<file path="src/rtl/bp_defs.sv">
// Shared definitions for the branch resolve unit: widths, prediction record layout
// and the sequential-pc step.
package bp_defs;

   localparam int BP_XLEN = 32;

   // Packed record layout, LSB first: isbra, target, taken, pc
   localparam int REC_ISBRA_BIT  = 0;
   localparam int REC_TARGET_LSB = 1;
   localparam int REC_TAKEN_BIT  = BP_XLEN + 1;
   localparam int REC_PC_LSB     = BP_XLEN + 2;
   localparam int REC_W          = 2 * BP_XLEN + 2;

   localparam logic [BP_XLEN-1:0] PC_STEP = BP_XLEN'(4);

   typedef struct packed {
      logic [BP_XLEN-1:0] pc;
      logic               taken;
      logic [BP_XLEN-1:0] target;
      logic               isbra;
   } pred_rec_t;

endpackage

</file>
<file path="src/rtl/bp_pred_fifo.sv">
// In-order queue of prediction records; pointers carry one extra wrap bit so that
// full and empty are distinguishable without a separate occupancy counter.
module bp_pred_fifo
   import bp_defs::*;
#(
   parameter int DEPTH = 4
) (
   input  logic      clk,
   input  logic      rst,
   input  logic      push,
   input  logic      pop,
   input  logic      clear,
   input  pred_rec_t wdata,
   output pred_rec_t rdata,
   output logic      full,
   output logic      empty
);

   localparam int AW = $clog2(DEPTH);
   localparam logic [AW:0] PTR_ONE = (AW + 1)'(1);

   pred_rec_t   mem_r [DEPTH];
   logic [AW:0] wptr_r;
   logic [AW:0] rptr_r;

   // Pointer state; clear discards every queued record at once
   always_ff @(posedge clk) begin
      if (rst || clear) begin
         wptr_r <= '0;
         rptr_r <= '0;
      end else begin
         if (push) begin
            wptr_r <= wptr_r + PTR_ONE;
         end else begin
            wptr_r <= wptr_r;
         end
         if (pop) begin
            rptr_r <= rptr_r + PTR_ONE;
         end else begin
            rptr_r <= rptr_r;
         end
      end
   end

   // Record storage; contents are don't-care while the pointers say empty
   always_ff @(posedge clk) begin
      if (push) begin
         mem_r[wptr_r[AW-1:0]] <= wdata;
      end
   end

   // Head read and occupancy flags
   always_comb begin
      rdata = mem_r[rptr_r[AW-1:0]];
      empty = (wptr_r == rptr_r);
      full  = (wptr_r[AW] != rptr_r[AW]) && (wptr_r[AW-1:0] == rptr_r[AW-1:0]);
   end

endmodule

</file>
<file path="src/rtl/branch_resolve_unit.sv">
// Checks each in-flight prediction against the EX outcome and produces registered
// predictor-update and flush/redirect strobes plus performance counters.
module branch_resolve_unit
   import bp_defs::*;
#(
   parameter int XLEN  = BP_XLEN,
   parameter int DEPTH = 4,
   parameter int CNTW  = 32
) (
   input  logic            clk,
   input  logic            rst,
   input  logic            push_valid,
   output logic            push_ready,
   input  logic [XLEN-1:0] push_pc,
   input  logic            push_taken,
   input  logic [XLEN-1:0] push_target,
   input  logic            push_isbra,
   input  logic            res_valid,
   input  logic            res_taken,
   input  logic [XLEN-1:0] res_target,
   output logic            flush,
   output logic [XLEN-1:0] redirect_pc,
   output logic            update_en,
   output logic            actual_taken,
   output logic [XLEN-1:0] upd_pc,
   output logic            underflow_err,
   output logic [CNTW-1:0] br_count,
   output logic [CNTW-1:0] mp_count
);

   pred_rec_t       push_rec_s;
   pred_rec_t       head_rec_s;
   logic            fifo_full_s;
   logic            fifo_empty_s;
   logic            do_res_s;
   logic            mispredict_s;
   logic            push_acc_s;
   logic            pop_s;
   logic [XLEN-1:0] next_pc_s;

   logic            flush_r;
   logic [XLEN-1:0] redirect_pc_r;
   logic            update_en_r;
   logic            actual_taken_r;
   logic [XLEN-1:0] upd_pc_r;
   logic            underflow_err_r;
   logic [CNTW-1:0] br_count_r;
   logic [CNTW-1:0] mp_count_r;

   bp_pred_fifo #(.DEPTH(DEPTH)) u_fifo (
      .clk   (clk),
      .rst   (rst),
      .push  (push_acc_s),
      .pop   (pop_s),
      .clear (mispredict_s),
      .wdata (push_rec_s),
      .rdata (head_rec_s),
      .full  (fifo_full_s),
      .empty (fifo_empty_s)
   );

   // Compare the head record with the outcome and decide queue movement
   always_comb begin
      push_rec_s   = '{pc: push_pc, taken: push_taken, target: push_target, isbra: push_isbra};
      do_res_s     = res_valid && !fifo_empty_s;
      mispredict_s = 1'b0;
      if (do_res_s) begin
         mispredict_s = (res_taken != head_rec_s.taken) ||
                        (res_taken && (res_target != head_rec_s.target));
      end else begin
         mispredict_s = 1'b0;
      end
      // A correct resolve frees the head slot, so a full queue may still take a push
      pop_s      = do_res_s && !mispredict_s;
      push_acc_s = push_valid && !mispredict_s && (!fifo_full_s || do_res_s);
      next_pc_s  = res_taken ? res_target : (head_rec_s.pc + PC_STEP);
   end

   // Output strobes, resolved-outcome registers, counters and sticky error
   always_ff @(posedge clk) begin
      if (rst) begin
         flush_r         <= 1'b0;
         redirect_pc_r   <= '0;
         update_en_r     <= 1'b0;
         actual_taken_r  <= 1'b0;
         upd_pc_r        <= '0;
         underflow_err_r <= 1'b0;
         br_count_r      <= '0;
         mp_count_r      <= '0;
      end else begin
         flush_r         <= mispredict_s;
         update_en_r     <= do_res_s && head_rec_s.isbra;
         underflow_err_r <= underflow_err_r || (res_valid && fifo_empty_s);
         if (do_res_s) begin
            redirect_pc_r  <= next_pc_s;
            actual_taken_r <= res_taken;
            upd_pc_r       <= head_rec_s.pc;
            br_count_r     <= br_count_r + CNTW'(1);
            mp_count_r     <= mp_count_r + CNTW'(mispredict_s);
         end else begin
            redirect_pc_r  <= redirect_pc_r;
            actual_taken_r <= actual_taken_r;
            upd_pc_r       <= upd_pc_r;
            br_count_r     <= br_count_r;
            mp_count_r     <= mp_count_r;
         end
      end
   end

   assign push_ready    = !fifo_full_s;
   assign flush         = flush_r;
   assign redirect_pc   = redirect_pc_r;
   assign update_en     = update_en_r;
   assign actual_taken  = actual_taken_r;
   assign upd_pc        = upd_pc_r;
   assign underflow_err = underflow_err_r;
   assign br_count      = br_count_r;
   assign mp_count      = mp_count_r;

endmodule
</file>
<file path="config.mk">
export PLATFORM = sky130hd
export DESIGN_NAME = branch_resolve_unit
export DESIGN_NICKNAME = d
export VERILOG_FILES = /design/src/rtl/bp_defs.sv /design/src/rtl/bp_pred_fifo.sv /design/src/rtl/branch_resolve_unit.sv
export SDC_FILE = /design/constraint.sdc
export NUM_CORES = 1
export LEC_CHECK = 0
export BUFFER_PORTS_ARGS = -buffer_cell sky130_fd_sc_hd__buf_2
export CAP_MARGIN = 15
export CORE_MARGIN = 5
export CORE_UTILIZATION = 55
export CTS_CLUSTER_SIZE = 14
export DETAILED_ROUTE_END_ITERATION = 16
export HOLD_SLACK_MARGIN = 0.1
export PLACE_DENSITY = 0.77
export SLEW_MARGIN = 20
export SYNTH_ARGS = -nofsm -noshare
export SYNTH_HDL_FRONTEND = slang
export SYNTH_SLANG_ARGS = --single-unit
</file>
<file path="constraint.sdc">
create_clock -name clk -period 15.44 [get_ports clk]
set_input_delay 2.316 -clock clk [delete_from_list [all_inputs] [get_ports clk]]
set_output_delay 2.316 -clock clk [all_outputs]
set_load 0.005 [all_outputs]
</file>
==> results.ini <==
[timing]
setup_tns_ns=0
setup_viol=0
min_period_ns=5.75
slew_headroom=0.267
worst_slew_pin_slew_ns=1.10
hold_viol_final=0
rsz0062_at_grt=no
skew_ns=0.0206
slew_violations=0
fin_crit_sh=0.373
fmax_mhz=174

[worst_setup_path]
critPathCapture=mp_count[30]
reg2reg_to=u_fifo.mem_r[1][41]
max_stage_delay_ns=0.85
crit_family=simple AND/OR/NAND/NOR gates
cp.arrival_ns=6.14
cpMaxStageDelayCell=nor2b_4
cp-startpoint=res_valid
reg2reg_slack_ns=9.89
cp-end-kind=flop
path_depth=12
crit_chain=buf_2 > nor2b_4 > buf_4 > and2_1 > ha_1 > ha_1 > nand3_1 > nor4_1 > nand3_1 > nor4_1 > xnor2_1 > nor2_1
cp-start-kind=primary input
crit_path_max_fanout=44
r2r_cells=9
cp_num_buf_inv=2
critPathKind=in -> reg
worst_ep_required_time_ns=15.82

[global_route]
grt_pass1_wl_um=62500
antenna_found_initial=11
grt_pass1_vias=10800
grt_max_degree=83
overflow=0
grt.total_usage=0.239

[status]
status=finished clean

[final_layout]
nFillCells=2202
drive_gt1_frac=0.252
area_growth_pct=16.7
final_cell_area_um2=19500
fin_nets=1597

[placed_design]
placed_area_um2=18200
io_buffers=235
post-dp-hpwl_um=28900
place_congestion=0.913

[clock_network]
cts_made_buffers=42
cts_setup_buffers=0
clock_sinks=404
clock_latency_ns=0.53
cts.reportedPaths.clkPinSlew_ns=0.06
cts_root_buf=clkbuf_16
postCtsResizedCells=0
hold_buffers=0
cts_tree=done
htree_num_levels=2
ctsLongestPathBuffers=3

[drt]
post_drt_wl_per_cell_um=21.9
num_vias=11100
firstDrtPassIters=5
drt_wl_total_um=41900
drtAntennaViolNets=0
vias_per_cell=5.82
drc=0
drt_iter0_drc=899

[synthesis]
ys_seq_area_frac=0.642
synthesis.nets=1368
synth_edf_count=264
synthArstFlopShare=0
syn_inst=1256
synth_area_um2=16700
synth_area_per_cell_um2=13.3
yosysWarnings=0
synth-seq-cells=404
yosysUniqueCellTypes=58
synth_ff_type=edfxtp_1

[floorplanning]
ios=236
die_height_um=184
start_util=0.561
core-area_um2=29800
fp.dieW_um=184
num_rows=63
dieArea_um2=34000

[job]
cap_violations=0

[worst_hold_path]
hp-class=reg -> reg

[power]
vdd.ir_drop.worst_uv=90.9
total_power_mw=2.44
power_density_nw_per_um2=125
leakage_nw=6.97

## routing by layer
metal	global-route usage	vias up	share of wire	wire length [µm]
li1	-	5099	-	-
met4	0.0988	14	0.044	1850
met2	0.381	471	0.48	20000
met1	0.320	5415	0.39	16400
met5	0	-	0.0022	94
met3	0.0568	115	0.087	3670
## state kept, by name, indices dropped and copies added (netlist names), named ones only
signal         cells
update_en          1
redirect_pc       32
u_fifo.rptr_r      3
underflow_err      1
actual_taken       1
br_count          32
mp_count          32
u_fifo.wptr_r      3
flush              1
u_fifo.mem_r     264
upd_pc            32
## worst min-delay path, stage by stage, from the launching register on
cell     delay (ns)
dfxtp_1        0.30
nand2_1        0.05
a21oi_1        0.05
## cells in the final DEF (no fill, tap or decap), drive strengths merged, types with 10 or more instances in the layout
cell | Yosys | routed
buf | 26 | 246
a21oi | 72 | 72
inv | 20 | 22
o21ai | 25 | 25
dfxtp | 140 | 140
nand4 | 30 | 30
nand3 | 37 | 37
and3 | 26 | 26
or3 | 10 | 10
xnor2 | 72 | 72
nand2 | 159 | 159
clkinv | 0 | 16
nor2 | 88 | 88
mux4 | 55 | 55
xor2 | 47 | 47
edfxtp | 264 | 264
nor3 | 25 | 25
mux2i | 34 | 34
nor4 | 15 | 15
clkbuf | 33 | 55
o22ai | 11 | 11
## worst min path at each step
stage / startpoint / to / slack, ns / cells after the start
CTS: upd_pc[28] / upd_pc[28] / 0.45 / 2
finish: upd_pc[28] / upd_pc[28] / 0.45 / 2
global placement: redirect_pc[4] / redirect_pc[4] / 0.44 / 2
global route: redirect_pc[7] / redirect_pc[7] / 0.48 / 2
detailed placement: upd_pc[25] / upd_pc[25] / 0.45 / 2
floorplan: redirect_pc[2] / redirect_pc[2] / 0.45 / 2
## synth_stat cells, drive strengths merged, types with 3 or more instances
| library cell | instances | area (µm²) |
|---|---|---|
| a211oi | 7 | 72.6 |
| a21oi | 72 | 360 |
| a31oi | 8 | 65.1 |
| and2 | 5 | 31.3 |
| and3 | 26 | 163 |
| and4 | 6 | 52.6 |
| buf | 26 | 204 |
| clkbuf | 33 | 125 |
| dfxtp | 140 | 2800 |
| edfxtp | 264 | 7930 |
| ha | 9 | 113 |
| inv | 20 | 75.1 |
| mux2i | 34 | 340 |
| mux4 | 55 | 1260 |
| nand2 | 159 | 597 |
| nand2b | 3 | 18.8 |
| nand3 | 37 | 185 |
| nand4 | 30 | 188 |
| nor2 | 88 | 330 |
| nor2b | 3 | 18.8 |
| nor3 | 25 | 125 |
| nor4 | 15 | 121 |
| o21ai | 25 | 125 |
| o22ai | 11 | 68.8 |
| or3 | 10 | 62.6 |
| or4 | 3 | 26.3 |
| xnor2 | 72 | 646 |
| xor2 | 47 | 412 |
## metrics by stage
stage	hold slack (ns)	setup slack [ns]	utilization	cells
CTS	0.454	9.72	0.654	1907
detailed placement	0.446	9.17	0.610	1831
global placement	0.437	9.27	0.610	1831
finish	0.449	9.69	0.655	1911
global route	0.475	9.36	0.654	1909
floorplan	0.448	8.05	-	1256
## cell families after synthesis
logic type	share of synthesized area
AOI/OAI and AO/OA	0.0500
xor gates and xnor gates	0.0632
adders and majority gates	0.00674
buffers and inverters	0.0254
DFF	0.642
muxes	0.0971
and+or+nand+nor	0.116
## power by group
group / internal, mW / switching (mW)
clock: 0.556 / 0.405
combinational: 0.0882 / 0.156
sequential: 1.21 / 0.0233
total: 1.86 / 0.584
## layout make-up
type | instances | area (µm²) | area share
sequential | 404 | 10700 | 0.550
multi-input combinational | 771 | 5630 | 0.289
timing repair buffer | 246 | 1260 | 0.0647
clock buffer | 55 | 1140 | 0.0585
tap | 390 | 488 | 0.0250
clock inverter | 21 | 165 | 0.00847
inverter | 20 | 75.1 | 0.00385
antenna | 4 | 10.0 | 0.000513
Power figures use the tool's default switching activity.
